==> config.mk <==
export PLATFORM = sky130hd
export DESIGN_NAME = fetch_stage
export DESIGN_NICKNAME = d
export VERILOG_FILES = /design/src/rtl/fetch_stage.sv
export SDC_FILE = /design/constraint.sdc
export NUM_CORES = 1
export LEC_CHECK = 0
export BUFFER_PORTS_ARGS = -buffer_cell sky130_fd_sc_hd__buf_2
export CORE_ASPECT_RATIO = 1.25
export CORE_MARGIN = 5
export CORE_UTILIZATION = 47
export CTS_CLUSTER_DIAMETER = 50
export DETAILED_ROUTE_END_ITERATION = 10
export PLACE_DENSITY = 0.85
export SETUP_SLACK_MARGIN = 0.2
export SLEW_MARGIN = 25
export SYNTH_ARGS = -nofsm -noshare
export SYNTH_HDL_FRONTEND = slang
export SYNTH_SLANG_ARGS = --single-unit
==> constraint.sdc <==
create_clock -name clock -period 1.55 [get_ports clock]
set_input_delay 0.465 -clock clock [delete_from_list [all_inputs] [get_ports clock]]
set_output_delay 0.465 -clock clock [all_outputs]
set_load 0.03 [all_outputs]
==> src/rtl/fetch_stage.sv <==
// Instruction fetch stage with IF/ID pipeline register.
// Issues one read per cycle to a 1-cycle synchronous imem; a one-entry skid catches the return that lands during a stall.
module fetch_stage #(
  parameter int                  PC_WIDTH  = 8,
  parameter logic [PC_WIDTH-1:0] RESET_PC  = {PC_WIDTH{1'b0}},
  parameter logic [15:0]         NOP_INSTR = 16'hF000
) (
  input  logic                clock,
  input  logic                reset,
  input  logic                hold,
  input  logic                redirect,
  input  logic [PC_WIDTH-1:0] redirect_pc,
  output logic                imem_rd,
  output logic [PC_WIDTH-1:0] imem_addr,
  input  logic [15:0]         imem_data,
  output logic                IF_ID_valid,
  output logic [15:0]         IF_ID_instr,
  output logic [PC_WIDTH-1:0] IF_ID_pc,
  output logic [3:0]          IF_ID_opcode,
  output logic [3:0]          IF_ID_dest,
  output logic [3:0]          IF_ID_op1,
  output logic [3:0]          IF_ID_op2
);

  logic [PC_WIDTH-1:0] pc_q, pc_d;
  logic                pending_q, pending_d;
  logic [PC_WIDTH-1:0] pending_pc_q, pending_pc_d;
  logic                skid_valid_q, skid_valid_d;
  logic [15:0]         skid_instr_q, skid_instr_d;
  logic [PC_WIDTH-1:0] skid_pc_q, skid_pc_d;
  logic                if_valid_q, if_valid_d;
  logic [15:0]         if_instr_q, if_instr_d;
  logic [PC_WIDTH-1:0] if_pc_q, if_pc_d;
  logic                issue_s;

  assign issue_s   = reset & ~hold & ~redirect;
  assign imem_rd   = issue_s;
  assign imem_addr = pc_q;

  // Next-state for PC, in-flight tracking, skid buffer and IF/ID register
  always_comb begin
    pc_d         = pc_q;
    pending_d    = pending_q;
    pending_pc_d = pending_pc_q;
    skid_valid_d = skid_valid_q;
    skid_instr_d = skid_instr_q;
    skid_pc_d    = skid_pc_q;
    if_valid_d   = if_valid_q;
    if_instr_d   = if_instr_q;
    if_pc_d      = if_pc_q;

    if (redirect) begin
      // Flush overrides hold; any returning data is dropped
      pc_d         = redirect_pc;
      pending_d    = 1'b0;
      skid_valid_d = 1'b0;
      if_valid_d   = 1'b0;
      if_instr_d   = NOP_INSTR;
    end else begin
      if (issue_s) begin
        pc_d         = pc_q + {{(PC_WIDTH-1){1'b0}}, 1'b1};
        pending_d    = 1'b1;
        pending_pc_d = pc_q;
      end else begin
        pending_d    = 1'b0;
      end

      if (hold) begin
        if (pending_q) begin
          skid_valid_d = 1'b1;
          skid_instr_d = imem_data;
          skid_pc_d    = pending_pc_q;
        end else begin
          skid_valid_d = skid_valid_q;
        end
      end else if (skid_valid_q) begin
        if_valid_d = 1'b1;
        if_instr_d = skid_instr_q;
        if_pc_d    = skid_pc_q;
        // Keep a simultaneous return rather than lose it (not expected in normal flow)
        if (pending_q) begin
          skid_instr_d = imem_data;
          skid_pc_d    = pending_pc_q;
        end else begin
          skid_valid_d = 1'b0;
        end
      end else if (pending_q) begin
        if_valid_d = 1'b1;
        if_instr_d = imem_data;
        if_pc_d    = pending_pc_q;
      end else begin
        if_valid_d = 1'b0;
        if_instr_d = NOP_INSTR;
      end
    end
  end

  // State registers, cleared asynchronously by active-low reset
  always_ff @(posedge clock or negedge reset) begin
    if (!reset) begin
      pc_q         <= RESET_PC;
      pending_q    <= 1'b0;
      pending_pc_q <= {PC_WIDTH{1'b0}};
      skid_valid_q <= 1'b0;
      skid_instr_q <= NOP_INSTR;
      skid_pc_q    <= {PC_WIDTH{1'b0}};
      if_valid_q   <= 1'b0;
      if_instr_q   <= NOP_INSTR;
      if_pc_q      <= {PC_WIDTH{1'b0}};
    end else begin
      pc_q         <= pc_d;
      pending_q    <= pending_d;
      pending_pc_q <= pending_pc_d;
      skid_valid_q <= skid_valid_d;
      skid_instr_q <= skid_instr_d;
      skid_pc_q    <= skid_pc_d;
      if_valid_q   <= if_valid_d;
      if_instr_q   <= if_instr_d;
      if_pc_q      <= if_pc_d;
    end
  end

  assign IF_ID_valid  = if_valid_q;
  assign IF_ID_instr  = if_instr_q;
  assign IF_ID_pc     = if_pc_q;
  assign IF_ID_opcode = if_instr_q[15:12];
  assign IF_ID_dest   = if_instr_q[11:8];
  assign IF_ID_op1    = if_instr_q[7:4];
  assign IF_ID_op2    = if_instr_q[3:0];

endmodule
After elaboration in Yosys (flattened, before gate mapping). Cells that the tools add are included.

Output and inout bits: 50. Flip-flop bits (word level): 67. Word-level logic and storage cells: 46. Bits of input ports: 28.

Reductions and logical operators: 6. $add $sub $neg: 1. Equality and inequality tests: 2. Bitwise logic cells: 4. Multiplexer cells: 24.

Operators with widths (count): 16-bit 2-to-1 mux (7); 8-bit 2-to-1 mux (7); 1-bit 2-to-1 mux (10); 8-bit by 1-bit adder with 8-bit output, second input constant (1); 2-bit nonzero test (3); 2-bit AND reduction (2); 3-bit by 1-bit inequality test with 1-bit output, second input constant (1); 3-bit AND reduction (1); 1-bit bitwise AND (2); 2-bit by 1-bit inequality test with 1-bit output, second input constant (1); 1-bit inverter (2).

Longest topological paths before layout. Gate-level depths: netlist (run 1).

Depth in word-level cells: 5. Gate-level depth with buffers: 5. Depth with buffers taken out: 4.

Worst setup path before layout (run 1). OpenSTA, ideal clock, no wires.

Kind: input port to flip-flop. Start: in hold. End: reg pending_pc_q[0]. Library setup time: 0.125 ns. Required time: 1.425 ns. Buffers on the path: 2. Stages on the path: 5. Arrival time: 1.480 ns. Setup slack: -0.055 ns. Path through: buf_6 -> nor2b_1 -> and2_1 -> buf_4 -> mux2_2.

Word-level cells in the longest chain between the ends: 4.

RTL lines: start, declared (line 10) `input logic hold,`; 1-bit inverter (no source line); 1-bit bitwise AND (2 in a row) (line 36) `assign issue_s = reset & ~hold & ~redirect;`; via imem_rd (line 13) `output logic imem_rd,`; 2-bit AND reduction (no source line); end signal, assigned (line 103) `pending_pc_q <= {PC_WIDTH{1'b0}};`; end signal, assigned (line 113) `pending_pc_q <= pending_pc_d;`; end, declared (line 27) `logic [PC_WIDTH-1:0] pending_pc_q, pending_pc_d;`.

The timed path passes the listed nets, and every way through them passes these cells. A chain may end at the register's enable or synchronous reset.

Final worst setup path (run 1).
Start: reg if_instr_q[12], in the netlist IF_ID_instr[12]. End: out IF_ID_instr[12].

RTL lines: start, declared (line 32) `logic [15:0] if_instr_q, if_instr_d;`; start signal, assigned (line 118) `if_instr_q <= if_instr_d;`; end, declared (line 17) `output logic [15:0] IF_ID_instr,`.

No word-level cell between the ends.

==> results.txt, run 1 <==
The flow ran to the end, and the final reports show no timing, DRC or antenna violations. Setup violations remaining at the end of the flow were counted as 0. The overall die area is about 0.0082 sq mm.

The origin of the critical flop-to-flop path is skid_valid_q. The total number of H-tree levels came out at 3. The initial antenna violation count is 0. Using the TritonRoute via totals, the vias-per-cell ratio works out to 5.567. The routed wirelength normalized by instance count came out at approximately 20 um. The core box area came out at 0.006246 sq mm. The chip width came out at a little over 80 um.

0 antenna diodes ended up in the layout. The final count of hold timing violations is 0. The final layout contains around 400 nets.

At the pin with the least slew margin, the transition time is between 0.7 and 0.8 ns. The worst endpoint required time came out at 1.08 ns. The proportion of register bits with asynchronous set or reset after synthesis is 100.0%.

Once the floorplan was initialized, standard cells occupied 48.78% of the core. CTS saw 67 sinks. The tool flagged a number of max-cap violations equal to 0. The endpoint identified for the worst register-to-register timing path is skid_instr_q[2].

The worst slack at placement is -0.09308 ns. The global-route usage over all layers came out at between 20% and 30%. The number of DRC markers after the initial detailed-route iteration is ~120. In this run the tightest slew margin relative to its limit is about 50%. The critical path is of the flip-flop to output pin type. In this design, the stage delay of the slowest critical-path cell is ~0.58 ns. The layout filler cell count is 367. On the critical path, the stage with the largest delay is an instance of sky130_fd_sc_hd__dfstp_2.

The capture point of the critical path is IF_ID_instr[12]. The number of synthesized flops with an enable pin came out at 0. For this run, the leading register cell type out of synthesis is sky130_fd_sc_hd__dfrtp_1. Before antenna repair, the detailed router went through 4 iterations. Clock-pin slew was measured on the worst setup and hold paths at around 0.070 ns.

Of the synthesized area, sequential elements account for 55.36%. Walking the worst path, the cells encountered are buf_6. The synthesized netlist occupies a cell area of between 0.003 and 0.004 sq mm. The number of max-slew violations in the final report came to 0. The element type at the critical path end is an output pin.

The netlist uses 35 different library cells. The overall die height came out at roughly 100 um. Across all register-to-register paths, the minimum setup slack is 0.01 ns. Grouping stages by cell kind, the critical path spends the most delay in flip-flops.

The worst clock skew came out at between 0.008 and 0.009 ns. The tree is rooted in a sky130_fd_sc_hd__clkbuf_8. The growth of design area from synthesis to finish came out at 58.97%.

Once placement completed, the tool counted placed cells totaling slightly below 400. The count of antenna-violating nets left after detailed routing is 0. The maximum clock insertion buffer count is 2. The worst endpoint data arrival time came out at between 1 and 1.5 ns. The maximum achievable frequency came out at 646.8 MHz. The wire length of the first global-routing pass came out at approximately 14000 um.

Counting cells, the worst reg-to-reg path comes to 6. The via count of the first global-routing pass came out at ~2700. The number of warning messages in the yosys log came out at 0.

Entering global routing, the biggest net connects 63 pins. The buffers plus inverters on the worst setup path came out at 1. The detailed-placement wirelength estimate is ~4800 um. The total congestion overflow is 0. The power per unit of standard cell area came out at between 1000 and 1500 mW/mm^2. TritonCTS built the clock tree. The routability congestion estimate came out at between 0.8 and 0.9. The clock network latency to the later pin of the worst-skew pair came out at about 0.34 ns.

The number of placement rows came out at 32. The worst setup path is launched from a flip-flop. Tracing the worst setup path back leads to its startpoint at IF_ID_instr[12]. The post-synthesis register bit count is 67. IR analysis of the VDD net gives a maximum drop of just under 0.9 mV. The leakage power total came out at approximately 2.4 nW.

The net count of the mapped netlist came out at 274. The top fanout value on the critical path came out at 3. The worst path meets setup with about 0.004 ns of slack.

Counting the buffers created by CTS gives 9. In this run the number of cells on the critical path is 1. The number of buffer cells added on primary ports is 77.

The count of pins on the block boundary came out at 78. The proportion of layout cells with a drive suffix above 1 is a little under two thirds. The share of the clock period used by the worst path came out at 99.74%. The total number of vias came out at 2561. The type of the most critical hold path is primary input to asynchronous set/reset pin. The average footprint of a synthesized cell is roughly 12 sq um. The final non-filler cell total is 460. The shortest clock period the worst path allows after layout is between 1.5 and 2 ns.

The number of design rule violations left after detail routing came out at 0. Setup repair after global routing could not meet its margin everywhere. The final wirelength came out at between 9000 and 10000 um.

Synthesis produced 245 cells.
## state kept, by name (all words and copies together), names as in the netlist
| name | cells |
|---|---|
| IF_ID_instr | 16 |
| IF_ID_pc | 8 |
| IF_ID_valid | 1 |
| imem_addr | 8 |
| pending_pc_q | 8 |
| pending_q | 1 |
| skid_instr_q | 16 |
| skid_pc_q | 8 |
| skid_valid_q | 1 |
## final cells by class
type                       count  area, sq um  area share, %
tap                           85        106.4          2.196
clock buffer                  14        172.7          3.565
sequential                    67         1695          35.00
inverter                       3        11.26         0.2325
multi-input combinational    145         1385          28.60
clock inverter                 2        35.03         0.7233
timing repair buffer         144         1438          29.68
## how the worst min path moves through the flow
| stage | from | end | slack (ns) | depth (start not counted) |
|---|---|---|---|---|
| floorplan | reset | IF_ID_instr[0] | 0.17 | 0 |
| global placement | reset | IF_ID_pc[4] | 0.41 | 2 |
| detailed placement | reset | IF_ID_pc[4] | 0.44 | 2 |
| CTS | reset | IF_ID_pc[3] | 0.09 | 3 |
| global route | reset | imem_addr[5] | 0.10 | 3 |
| finish | reset | imem_addr[5] | 0.12 | 3 |
## where the power goes
group | leakage [nW] | internal (mW) | switching [mW]
registers | 0.813 | 2.13 | 0.282
clock network | 0.107 | 0.875 | 0.651
logic | 1.45 | 0.959 | 0.750
total | 2.37 | 3.97 | 1.68
## layer usage
metal,share of wire (%),vias to the layer above,GRT usage (%),wire (um)
met5,0,-,0,0
met4,3.0,0,10.49,280
met3,5.7,31,5.835,530
met2,54,120,41.19,5003
met1,37,1284,26.41,3420
li1,-,1126,-,-
## Yosys cell counts, drive strengths merged (3+ instances only)
| cell | instances | area (sq um) |
|---|---|---|
| a221oi | 12 | 105.1 |
| a31oi | 3 | 18.77 |
| buf | 25 | 175.2 |
| clkbuf | 5 | 18.77 |
| dfrtp | 59 | 1476 |
| dfstp | 8 | 210.2 |
| inv | 3 | 11.26 |
| mux2 | 49 | 551.8 |
| nand2 | 12 | 45.04 |
| nand3 | 4 | 20.02 |
| nor2 | 15 | 56.30 |
| nor2b | 7 | 43.79 |
| nor3 | 12 | 60.06 |
| o211ai | 4 | 40.03 |
| o21ai | 5 | 25.02 |
| o311ai | 3 | 26.28 |
| or4 | 4 | 30.03 |
## cells by family (layout without fill, tap and decap cells)
| logic type | Yosys count | in the layout | share of synthesized area [%] |
|---|---|---|---|
| adder cells (fa/ha/maj) | 1 | 1 | 0.4106 |
| AO/OA/AOI/OAI | 31 | 31 | 8.049 |
| XOR/XNOR | 2 | 2 | 0.5751 |
| flip-flops | 67 | 67 | 55.36 |
| multiplexers | 50 | 50 | 18.44 |
| buffers and inverters | 33 | 163 | 6.735 |
| AND/OR/NAND/NOR | 61 | 61 | 10.43 |
## per-stage QoR
stage / setup TNS (ns) / util [%] / area (sq um) / total power, mW / hold WS [ns]
after floorplan: 0 / - / 3161 / 3.182 / 0.1694
after global placement: -0.01045 / 57.69 / 3603 / 3.493 / 0.4057
after detailed placement: -0.7868 / 57.69 / 3603 / 3.557 / 0.4362
after CTS: 0 / 74.18 / 4633 / 5.504 / 0.08945
after global routing: -0.1660 / 77.54 / 4843 / 5.901 / 0.1023
final: 0 / 77.54 / 4843 / 5.651 / 0.1153
## placed cells by master, fill, tap and decap left out, types with 7 or more instances in the layout
cell type,instances
sky130_fd_sc_hd__buf_2,25
sky130_fd_sc_hd__buf_6,57
sky130_fd_sc_hd__dfrtp_1,52
sky130_fd_sc_hd__nand2_1,11
sky130_fd_sc_hd__mux2_2,15
sky130_fd_sc_hd__mux2_4,34
sky130_fd_sc_hd__nor2_1,15
sky130_fd_sc_hd__clkbuf_8,12
sky130_fd_sc_hd__buf_4,47
sky130_fd_sc_hd__a221oi_2,7
sky130_fd_sc_hd__dfstp_2,8
sky130_fd_sc_hd__dfrtp_2,7
sky130_fd_sc_hd__nor3_1,12
sky130_fd_sc_hd__buf_12,9
## repair_timing
action	CTS	global route
gates cloned	4	0
hold buffers	0	0
resized for setup	138	26
setup buffers	32	10
endpoints found under the hold margin	0	0
pin swaps	4	8
setup endpoints to repair	97	101
(Power assumes the default switching activity.)
==> run 2: changes to the inputs <==
--- a/config.mk
+++ b/config.mk
@@ -11,7 +11,8 @@
 export CORE_UTILIZATION = 47
 export CTS_CLUSTER_DIAMETER = 50
 export DETAILED_ROUTE_END_ITERATION = 10
-export PLACE_DENSITY = 0.85
+export GPL_ROUTABILITY_DRIVEN = 1
+export PLACE_DENSITY_LB_ADDON = 0.25
 export SETUP_SLACK_MARGIN = 0.2
 export SLEW_MARGIN = 25
 export SYNTH_ARGS = -nofsm -noshare
==> run 2 against run 1 <==
  * Critical endpoint is now IF_ID_instr[14]
  * Sequential power is essentially flat
  * Power increased by 4.2%
  * Via count is 5.2% lower
==> results.txt, run 2 (synthesis gave the netlist of run 1 again) <==
The flow ran to the end, and the final reports show no timing, DRC or antenna violations. Global routing consumed, on the met1 layer, approximately a quarter of the routing resources. The pin count of the biggest net entering global routing came out at 33.

In this run the worst hold path is classified as primary input to asynchronous set/reset pin. The first-pass iteration count of the detailed router came out at 4. Traced cell by cell, the critical path runs through buf_4. Once the floorplan was initialized, standard cells occupied roughly half of the core. The worst setup path is launched from a flip-flop.

The met2 usage came out at ~37%. The area used by multi-input combinational logic came out at roughly 0.0014 sq mm. The die covers approximately 0.008 sq mm. The power per unit of standard cell area is between 1000 and 1500 mW/mm^2. After global routing, the most crowded layer is met2. The layout filler cell count came out at 391. The worst setup path is captured at an output pin. The clock tree from TritonCTS is done. The floorplan has 32 rows.

After detailed routing, the number of remaining DRC violations is 0. The transition time at the pin with the least slew margin is between 0.4 and 0.5 ns. The final number of setup-violating endpoints is 0. The clock transition at the registers of the reported paths is about 0.08 ns. The initial antenna violation count was 0. The worst endpoint data arrival time is around 1.1 ns. The global-route usage over all layers came out at a little over a fifth. The via count of the first global-routing pass was about 2600. The growth of design area from synthesis to finish came out at 56.26%. The overall die height is roughly 100 um. The critical path's largest stage delay came out at between 0.5 and 0.6 ns. Setup repair after global routing could not meet its margin everywhere. The count of pins on the block boundary is 78. The worst vdd rail ir drop is about 0.94 mV. The routability congestion estimate came out at ~0.76. The first global-routing pass estimated about 13000 um of wire. The top fanout value on the critical path is 3. The proportion of layout cells with a drive suffix above 1 came out at 61.93%. The number of max-slew violations in the final report came to 0.

The clock network latency to the later pin of the worst-skew pair is around 0.35 ns. Across the run, the number of max-cap violations was 0. The number of sinks on the clock net came out at 67.

The detail-routed via count per cell is roughly 5.3. The count of antenna-violating nets left after detailed routing came out at 0. In the layout the commonest cells are 54 x sky130_fd_sc_hd__buf_6, 52 x sky130_fd_sc_hd__dfrtp_1, 52 x sky130_fd_sc_hd__buf_4. The buffers plus inverters on the worst setup path is 1.

The H-tree generated during clock tree synthesis spans 3 levels. The leading cell type in the layout, fill and taps excluded is sky130_fd_sc_hd__buf_6. The critical path is of the flip-flop to output pin type. Global routing consumed, on the met3 layer, 3.680% of the routing resources.

The number of buffer cells added on primary ports came out at between 70 and 80. The slowest stage of the critical path is the sky130_fd_sc_hd__dfstp_2 cell. The number of DRC markers after the initial detailed-route iteration came out at between 90 and 100.

The total number of vias came out at between 2000 and 2500. The final wirelength came out at 8442 um. The maximum clock insertion buffer count came out at 2. The sum of negative setup slack came out at 0 ns. The worst clock skew came out at between 0.006 and 0.007 ns. In this run the static leakage power is ~2.3 nW. The family with the most delay on the worst path is flip-flops. The total congestion overflow came out at 0. The total area inside the core boundary comes to roughly 0.0062 sq mm. The root buffer cell chosen for the clock tree is sky130_fd_sc_hd__clkbuf_8. The share of the clock period used by the worst path is between 90% and 100%.

The number of diodes came out at 0. For this run, the top clock speed supported by timing is around 650 MHz. The final count of hold timing violations came out at 0. The area used by sequential logic in the layout is ~0.0017 sq mm.

The routed wirelength normalized by instance count is roughly 18 um. The utilization of the core after routing came out at about three quarters. The smallest clock period supported by the final layout is computed as ~1.5 ns. The worst endpoint required time came out at 1.08 ns. After the last flow step, the layout net total stands at slightly below 400. The CTS buffer count came out at 9. Measured against its own limit, the worst slew margin works out to between 70% and 80%.

The chip width is approximately 82 um. Detailed placement ended at an HPWL of between 4000 and 5000 um.
## run 2: cell count changes in the layout (fill, tap and decap cells not counted), moves of 2 or more
cell,delta
sky130_fd_sc_hd__buf_4,+5
sky130_fd_sc_hd__mux2_4,+4
sky130_fd_sc_hd__a221oi_2,-7
sky130_fd_sc_hd__buf_12,-4
sky130_fd_sc_hd__bufinv_16,+2
sky130_fd_sc_hd__a221oi_1,+7
sky130_fd_sc_hd__inv_6,+2
sky130_fd_sc_hd__clkbuf_1,-2
sky130_fd_sc_hd__mux2_2,-4
sky130_fd_sc_hd__clkbuf_8,-3
sky130_fd_sc_hd__buf_6,-3
## run 2: power by group
| part | switching, mW | leakage, nW | total (mW) | internal (mW) |
|---|---|---|---|---|
| registers | 0.258 | 0.813 | 2.39 | 2.13 |
| clock network | 0.729 | 0.120 | 1.81 | 1.08 |
| logic | 0.724 | 1.40 | 1.69 | 0.962 |
## run 2: per-stage QoR
stage | instance area [sq um] | power [mW] | cells | worst slack [ns] | hold WS [ns]
floorplan | 3161 | 3.182 | 245 | 0.08516 | 0.1694
global placement | 3618 | 3.502 | 398 | -0.01669 | 0.4047
detailed placement | 3618 | 3.549 | 398 | -0.08764 | 0.4065
CTS | 4628 | 5.828 | 447 | -0.01041 | 0.09885
global route | 4761 | 6.123 | 458 | -0.01368 | 0.1112
finish | 4761 | 5.886 | 458 | 0.01699 | 0.1130
## run 2: metal layers
metal	up-vias	wire (um)
met2	81	4494
li1	1118	-
met5	-	0
met1	1219	3415
met4	0	116
met3	10	416
## run 2: timing repair
action | CTS | global route
gates resized for setup | 143 | 11
pin swaps | 5 | 4
hold buffers | 0 | 0
buffers inserted | 31 | 10
gates cloned | 2 | 1
endpoints found under the setup margin | 97 | 96
## run 2: final cells by class
class	instances	area share, %
clock inverter	7	2.602
inverter	3	0.2365
timing repair buffer	142	28.33
sequential	67	35.61
clock buffer	9	2.602
tap	85	2.234
multi-input combinational	145	28.38
## run 2: final timing paths
path                                 startpoint               to  slack, ns  cells past startpoint
worst max register to register     skid_valid_q      IF_ID_pc[1]       0.09                      5
min in group clock               redirect_pc[3]     imem_addr[3]       0.32                      3
worst min-delay path                      reset     imem_addr[3]       0.11                      3
max in group asynchronous                 reset  IF_ID_instr[13]       0.96                      3
worst max-delay path            IF_ID_instr[14]  IF_ID_instr[14]       0.02                      1
worst min register to register     skid_pc_q[7]     skid_pc_q[7]       0.51                      1
